## config.mk

```make
export PLATFORM = sky130hd
export DESIGN_NAME = pbox_context_sequencer
export DESIGN_NICKNAME = d
export VERILOG_FILES = /design/src/rtl/pbox_context_sequencer.sv
export SDC_FILE = /design/constraint.sdc
export NUM_CORES = 1
export LEC_CHECK = 0
export CAP_MARGIN = 25
export CELL_PAD_IN_SITES_DETAIL_PLACEMENT = 0
export CELL_PAD_IN_SITES_GLOBAL_PLACEMENT = 2
export CORE_ASPECT_RATIO = 1.4
export CORE_MARGIN = 3
export CORE_UTILIZATION = 39
export DETAILED_ROUTE_END_ITERATION = 8
export PLACE_DENSITY_LB_ADDON = 0.1
export SYNTH_ARGS = -nofsm -noshare
export SYNTH_HDL_FRONTEND = slang
export SYNTH_SLANG_ARGS = --single-unit
```

## constraint.sdc

```tcl
create_clock -name CLK_I -period 3.75 [get_ports CLK_I]
set_input_delay 0.75 -clock CLK_I [delete_from_list [all_inputs] [get_ports CLK_I]]
set_output_delay 0.75 -clock CLK_I [all_outputs]
set_load 0.02 [all_outputs]
```

## src/rtl/pbox_context_sequencer.sv

```systemverilog
// Context store and run sequencer feeding one PBox predication unit.
// Replays a contiguous, wrapping run of stored context words, one per enabled cycle.
module pbox_context_sequencer #(
    parameter int unsigned CTX_WIDTH = 16,
    parameter int unsigned CTX_DEPTH = 64,
    parameter int unsigned ADDR_W    = 6,
    parameter int unsigned LEN_W     = 7
) (
    input  logic                 CLK_I,
    input  logic                 RST_N_I,
    input  logic                 CFG_WR_EN_I,
    input  logic [ADDR_W-1:0]    CFG_WR_ADDR_I,
    input  logic [CTX_WIDTH-1:0] CFG_WR_DATA_I,
    input  logic                 START_I,
    input  logic [ADDR_W-1:0]    START_ADDR_I,
    input  logic [LEN_W-1:0]     LENGTH_I,
    input  logic                 STALL_I,
    output logic [CTX_WIDTH-1:0] CONTEXT_O,
    output logic                 PBOX_EN_O,
    output logic                 BUSY_O,
    output logic                 DONE_O,
    output logic                 CFG_ERR_O
);

    typedef enum logic [1:0] {
        S_IDLE,
        S_RUN,
        S_DONE
    } state_t;

    state_t               r_state;
    logic [CTX_WIDTH-1:0] r_mem [CTX_DEPTH];
    logic [ADDR_W-1:0]    r_pc;
    logic [LEN_W-1:0]     r_rem;
    logic [CTX_WIDTH-1:0] r_context;
    logic                 r_pbox_en;
    logic                 r_busy;
    logic                 r_done;
    logic                 r_cfg_err;

    logic                 w_wr_ok;
    logic [CTX_WIDTH-1:0] w_start_word;

    assign w_wr_ok = CFG_WR_EN_I && (r_state == S_IDLE);

    // A write to the start slot in the START cycle is forwarded so the run sees the new word.
    assign w_start_word = (w_wr_ok && (CFG_WR_ADDR_I == START_ADDR_I)) ? CFG_WR_DATA_I
                                                                       : r_mem[START_ADDR_I];

    // Context memory survives reset; it is only written while idle.
    always_ff @(posedge CLK_I) begin
        if (w_wr_ok) begin
            r_mem[CFG_WR_ADDR_I] <= CFG_WR_DATA_I;
        end
    end

    always_ff @(posedge CLK_I or negedge RST_N_I) begin
        if (!RST_N_I) begin
            r_state   <= S_IDLE;
            r_pc      <= '0;
            r_rem     <= '0;
            r_context <= '0;
            r_pbox_en <= 1'b0;
            r_busy    <= 1'b0;
            r_done    <= 1'b0;
            r_cfg_err <= 1'b0;
        end else begin
            r_done    <= 1'b0;
            r_cfg_err <= CFG_WR_EN_I && (r_state != S_IDLE);
            case (r_state)
                S_IDLE: begin
                    if (START_I) begin
                        r_busy <= 1'b1;
                        if (LENGTH_I != '0) begin
                            r_context <= w_start_word;
                            r_pbox_en <= 1'b1;
                            r_pc      <= START_ADDR_I + 1'b1;
                            r_rem     <= LENGTH_I - 1'b1;
                            r_state   <= S_RUN;
                        end else begin
                            r_done  <= 1'b1;
                            r_state <= S_DONE;
                        end
                    end
                end
                S_RUN: begin
                    // The word on the bus was consumed on its enabled cycle; a stall only holds it.
                    if (STALL_I) begin
                        r_pbox_en <= 1'b0;
                    end else if (r_rem != '0) begin
                        r_context <= r_mem[r_pc];
                        r_pc      <= r_pc + 1'b1;
                        r_rem     <= r_rem - 1'b1;
                        r_pbox_en <= 1'b1;
                    end else begin
                        r_context <= '0;
                        r_pbox_en <= 1'b0;
                        r_done    <= 1'b1;
                        r_state   <= S_DONE;
                    end
                end
                S_DONE: begin
                    r_busy  <= 1'b0;
                    r_state <= S_IDLE;
                end
                default: begin
                    r_busy    <= 1'b0;
                    r_pbox_en <= 1'b0;
                    r_state   <= S_IDLE;
                end
            endcase
        end
    end

    assign CONTEXT_O = r_context;
    assign PBOX_EN_O = r_pbox_en;
    assign BUSY_O    = r_busy;
    assign DONE_O    = r_done;
    assign CFG_ERR_O = r_cfg_err;

endmodule
```

Yosys cells after proc, flatten, opt, wreduce, memory -nomap -nowiden
Memory sizes are Yosys's and may differ from the RTL's.
Index checks and enable logic that the tools add are counted.
{ "totals": {"ff_bits": 35, "ram_bits": 1024, "input_bits": 40, "output_inout_bits": 20, "word_cells": 71, "mem_count": 1} }
{ "classes": {"n_addsub": 4, "eq_ne": 8, "mux": 35, "n_bitwise": 2, "n_reduce_logical": 13} }
{ "mem_list": {"columns": ["memory", "words", "width", "read_ports", "rd_clocked_by_memory_dff", "write_ports", "line", "text"], "rows": [
  ["r_mem", 64, 16, 2, 0, 1, "32", "logic [CTX_WIDTH-1:0] r_mem [CTX_DEPTH];"]
]} }
{ "ops": {"columns": ["operator", "count"], "rows": [
  ["16-bit two-way mux", 5],
  ["16-bit case mux with 2 select lines", 1],
  ["7-bit two-way mux", 4],
  ["6-bit two-way mux", 4],
  ["7-bit case mux with 2 select lines", 1],
  ["7-bit nonzero test", 2],
  ["7-bit by 1-bit subtractor with 7-bit output, second input constant", 2],
  ["6-bit by 1-bit adder with 6-bit output, second input constant", 2],
  ["6-bit case mux with 2 select lines", 1],
  ["1-bit two-way mux", 11],
  ["2-bit two-way mux", 4],
  ["2-bit != test, second input constant", 4],
  ["6-bit equality test", 1],
  ["3-bit AND reduction", 2],
  ["5-bit AND reduction", 1],
  ["1-bit case mux with 2 select lines", 2],
  ["2-bit case mux with 2 select lines", 1],
  ["4-bit AND reduction", 1],
  ["2-bit nonzero test", 2],
  ["1-bit logical AND", 3],
  ["1-bit case mux with 3 select lines", 1],
  ["2-bit by 1-bit equality test with 1-bit output, second input constant", 1],
  ["2-bit equality test, second input constant", 1],
  ["2-bit zero test", 1],
  ["other kinds (3)", 4]
]} }

Depth between registers and ports, before layout
{ "logic_depth": {"word_depth": 7, "ltp_mapped": 11, "depth_no_buf": 8} }

Least setup slack after synthesis
OpenSTA, ideal clock, no wires.
{ "synth_timing": {"kind": "input to register", "startpoint": "input START_ADDR_I[3]", "endpoint": "register r_context[14], in the netlist CONTEXT_O[14]", "setup_time_ns": 0.126, "t_arrival_ns": 2.669, "required_time_ns": 3.624, "path_slack_ns": 0.955, "path_stages": 9, "path_buffers": 3, "path_cell_list": "buf_2 > clkbuf_1 > buf_1 > mux4_2 > mux2i_1 > nor2_1 > a311oi_1 > a31oi_1 > a221o_1"} }
{ "synth_between": {"elab_chain_cells": 6, "word_cells_on_any_way": 7, "classes_between": "eq/ne (1); mux (4); reduce/logical (1); memory (1)"} }
{ "synth_lines": {"columns": ["element", "line", "text"], "rows": [
  ["start, declared", "15", "input logic [ADDR_W-1:0] START_ADDR_I,"],
  ["parallel branches: the longest is 2 deep, another holds memory read 64 x 16 bit", null, null],
  ["16-bit two-way mux *", "47", "assign w_start_word = (w_wr_ok && (CFG_WR_ADDR_I == START_ADDR_I)) ? CFG_WR_DATA_I"],
  ["16-bit two-way mux *", "74", "if (LENGTH_I != '0) begin"],
  ["16-bit two-way mux *", "72", "if (START_I) begin"],
  ["16-bit case mux with 2 select lines *", "70", "case (r_state)"],
  ["end signal, assigned", "75", "r_context <= w_start_word;"],
  ["end signal, assigned", "91", "r_context <= r_mem[r_pc];"],
  ["end, declared", "35", "logic [CTX_WIDTH-1:0] r_context;"]
]} }
Mark *: on every way between the ends. The select of a mux whose other input is x is not followed.
A chain may end at the register's enable or synchronous reset.

Final worst setup path
{ "layout_timing": {"startpoint": "register r_pc[0]", "endpoint": "register r_context[14], in the netlist CONTEXT_O[14]"} }
{ "layout_between": {"elab_chain_cells": 4} }
{ "layout_lines": {"columns": ["element", "line", "text"], "rows": [
  ["start, declared", "33", "logic [ADDR_W-1:0] r_pc;"],
  ["start signal, assigned", "77", "r_pc <= START_ADDR_I + 1'b1;"],
  ["start signal, assigned", "92", "r_pc <= r_pc + 1'b1;"],
  ["memory read 64 x 16 bit", null, null],
  ["16-bit two-way mux", "90", "end else if (r_rem != '0) begin"],
  ["16-bit two-way mux", "88", "if (STALL_I) begin"],
  ["16-bit case mux with 2 select lines", "70", null]
]} }
No other way between the ends. The select of a mux whose other input is x is not followed.

==> run metrics <==
TNS Setup=0 ns; most common library cells after synthesis=edfxtp_1 (1024), mux4_2 (480), mux2i_1 (186); wire per inst=38.3 um; startpoint types=flip-flop; ratio of cells with drive above 1 in the final layout=0.362; Clock Path Buffers=3; vias in the first global route=30400; CP Data Arrival Time=3.69 ns; worst slew pin tran=1.06 ns; dpl hpwl=121000 um; DRC Markers=0; Routability Congestion=0.910; initial antenna violation count=9; H-Tree Depth=3; P&R area growth vs syn=17.9%; Port Buffers=59; Setup Crit Path Kind=flip-flop to flip-flop; # IOs=60; Synth Area per Inst=18.8 um^2; most frequent cell after synthesis=edfxtp_1; EDFF count, synth=1024; Setup Skew=0.0212 ns; post-synth top area share=0.621; Seq cells post-synth=1059; post-CTS setup buffer count=0; dpl ws=0.0674 ns; Core Region=0.126 mm^2; RSZ-0062 raised after global routing=no; outcome=finished clean; Peak VDD IR=0.343 mV; TritonCTS clock tree=done; Pwr per Cell Area=621 mW/mm^2; final worst slack=0.659 ns; # fillers=10600; CTS Hold Buffers Added=0; Post-Route WL=179000 um; first-pass GRT wire length=246000 um; fmax=324 MHz; Distinct cells, synth=53; total clock sinks=1059; clock root buffer=clkbuf_16; Final Slew Violations=0; Multi-input gate area=0.0171 mm^2; Final setup viols=0; die area=0.131 mm^2; Overflow after GRT=0; dominant cell type by area after synthesis=edfxtp_1; CTS Buf Count=110; async set-reset flop share out of synthesis=0.0331; row cnt=154; Seq/Total Area, Yosys=0.639; Rel. slew slack=0.296; largest net degree at the start of global routing=81; MaxCap Viol Count=0; crit end category=flip-flop; sequential cell area=0.0316 mm^2; DRT Pass-1 Iters=5; Synth area leaders=edfxtp_1 (62%), mux4_2 (22%), mux2i_1 (3.8%), dfrtp_1 (1.8%), a22oi_1 (1.7%); Pleak=0.0188 uW; Netlist Area Pre-Place=0.0495 mm^2; Tmin final=3.09 ns; ys flop type=edfxtp_1; syn nets=2680; DR iter-0 viols=3021; Syn Inst Count=2638; cts repair resizes=0; post-route antenna net violation count=0; critical path peak fanout=24; Post-Route Utilization=0.463; All-Layer GR Usage=0.274; clk_lat worst skew=0.72 ns; final hold vios=0; Die W=307 um; Ys Warns=0; Final Net Count=2977; Vias per Instance=6.27; Worst Path Required=4.35 ns; class of the worst hold path=input port to asynchronous set/reset pin; routed vias=29300; die extent in y=427 um; Final period util=0.824; clk slew on worst S/H paths=0.07 ns; Initial Util=0.393
through the flow:
stage | instances | cell area, um^2 | total power [uW] | hold WS [ns]
after CTS | 4656 | 58300 | 36500 | 0.110
after global routing | 4658 | 58300 | 37400 | 0.166
after detailed placement | 4459 | 54700 | 25600 | 0.514
final | 4663 | 58300 | 36200 | 0.132
after global placement | 4458 | 54700 | 25500 | 0.504
after floorplan | 2638 | 49500 | 19900 | 0.454
kinds of logic (layout without fill, tap and decap cells):
group                      count (synthesis)  in the layout  synth area share
DFF                                     1059           1059             0.639
muxes                                    709            709             0.266
and+or+nand+nor                          373            373            0.0336
AOI/OAI and AO/OA                        282            282            0.0415
buffers and inverters                    207            589            0.0183
xor gates and xnor gates                   6              6           0.00106
adders and majority gates                  2              2          0.000506
other                                      0              5                 0
sequential cells by signal (all words and copies together) (netlist names):
name,count
BUSY_O,1
r_state,2
r_pc,6
DONE_O,1
CONTEXT_O,16
r_rem,7
CFG_ERR_O,1
PBOX_EN_O,1
r_mem,1024
final timing paths:
path / from / end / slack [ns] / depth (start not counted)
max: r_pc[0]$_DFFE_PN0P_ / CONTEXT_O[14]$_DFFE_PN0P_ / 0.66 / 9
min: RST_N_I / CONTEXT_O[1]$_DFFE_PN0P_ / 0.13 / 1
max reg2reg: r_pc[0]$_DFFE_PN0P_ / CONTEXT_O[14]$_DFFE_PN0P_ / 0.66 / 9
min reg2reg: r_rem[0]$_DFFE_PN0P_ / r_rem[0]$_DFFE_PN0P_ / 0.52 / 2
max in group asynchronous: RST_N_I / CONTEXT_O[5]$_DFFE_PN0P_ / 2.86 / 2
min in group CLK_I: CFG_WR_DATA_I[11] / r_mem[56][11]$_DFFE_PP_ / 0.35 / 1
area by class of cell:
cell class              count  area share
repair buffers            389      0.0676
diodes                      5    0.000215
multi-input cells        1372       0.294
clock inverters            57      0.0106
inverters                   3    0.000193
flip-flops and latches   1059       0.542
clock buffers             140      0.0500
well taps                1638      0.0351
power by group:
| part | internal [uW] | total (uW) | switching [uW] |
|---|---|---|---|
| registers | 13200 | 13700 | 485 |
| clock network | 6350 | 11000 | 4640 |
| logic | 4990 | 11500 | 6540 |
layer usage:
| layer | vias up | GRT usage | part of all wire |
|---|---|---|---|
| met4 | 4 | 0.143 | 0.058 |
| met5 | - | 0 | 0.00015 |
| met1 | 15900 | 0.345 | 0.38 |
| met3 | 300 | 0.0361 | 0.059 |
| li1 | 11800 | - | - |
| met2 | 1223 | 0.464 | 0.50 |
critical path, cell delays in order, from the launching register on:
cell and delay [ns]:
dfrtp_4 0.60, buf_12 0.24, buf_12 0.28, mux4_2 0.54
mux2i_1 0.23, buf_4 0.22, nor2_1 0.08, nor3_1 0.27
nor2_1 0.11, a221o_1 0.36
placed cells by master (no fill, tap or decap), types with 5 or more instances in the layout:
master	instances
a2111oi_0	8
a211oi_1	24
a21oi_1	36
a221o_1	16
a221oi_1	12
a22o_1	6
a22oi_1	111
a31oi_1	13
buf_12	76
buf_2	17
buf_4	255
bufinv_16	13
clkbuf_1	26
clkbuf_16	111
clkdlybuf4s50_1	38
clkinv_1	20
clkinv_2	14
clkinvlp_4	5
dfrtp_1	32
diode_2	5
edfxtp_1	1024
mux2_2	43
mux2i_1	186
mux4_2	480
nand2_1	88
nand2b_1	6
nand3_1	10
nand3b_1	5
nand4_1	10
nor2_1	114
nor2_2	52
nor2b_1	24
nor3_1	38
o21ai_0	10
o22a_1	11
o22ai_1	23
xnor2_1	5
(Power assumes the default switching activity.)
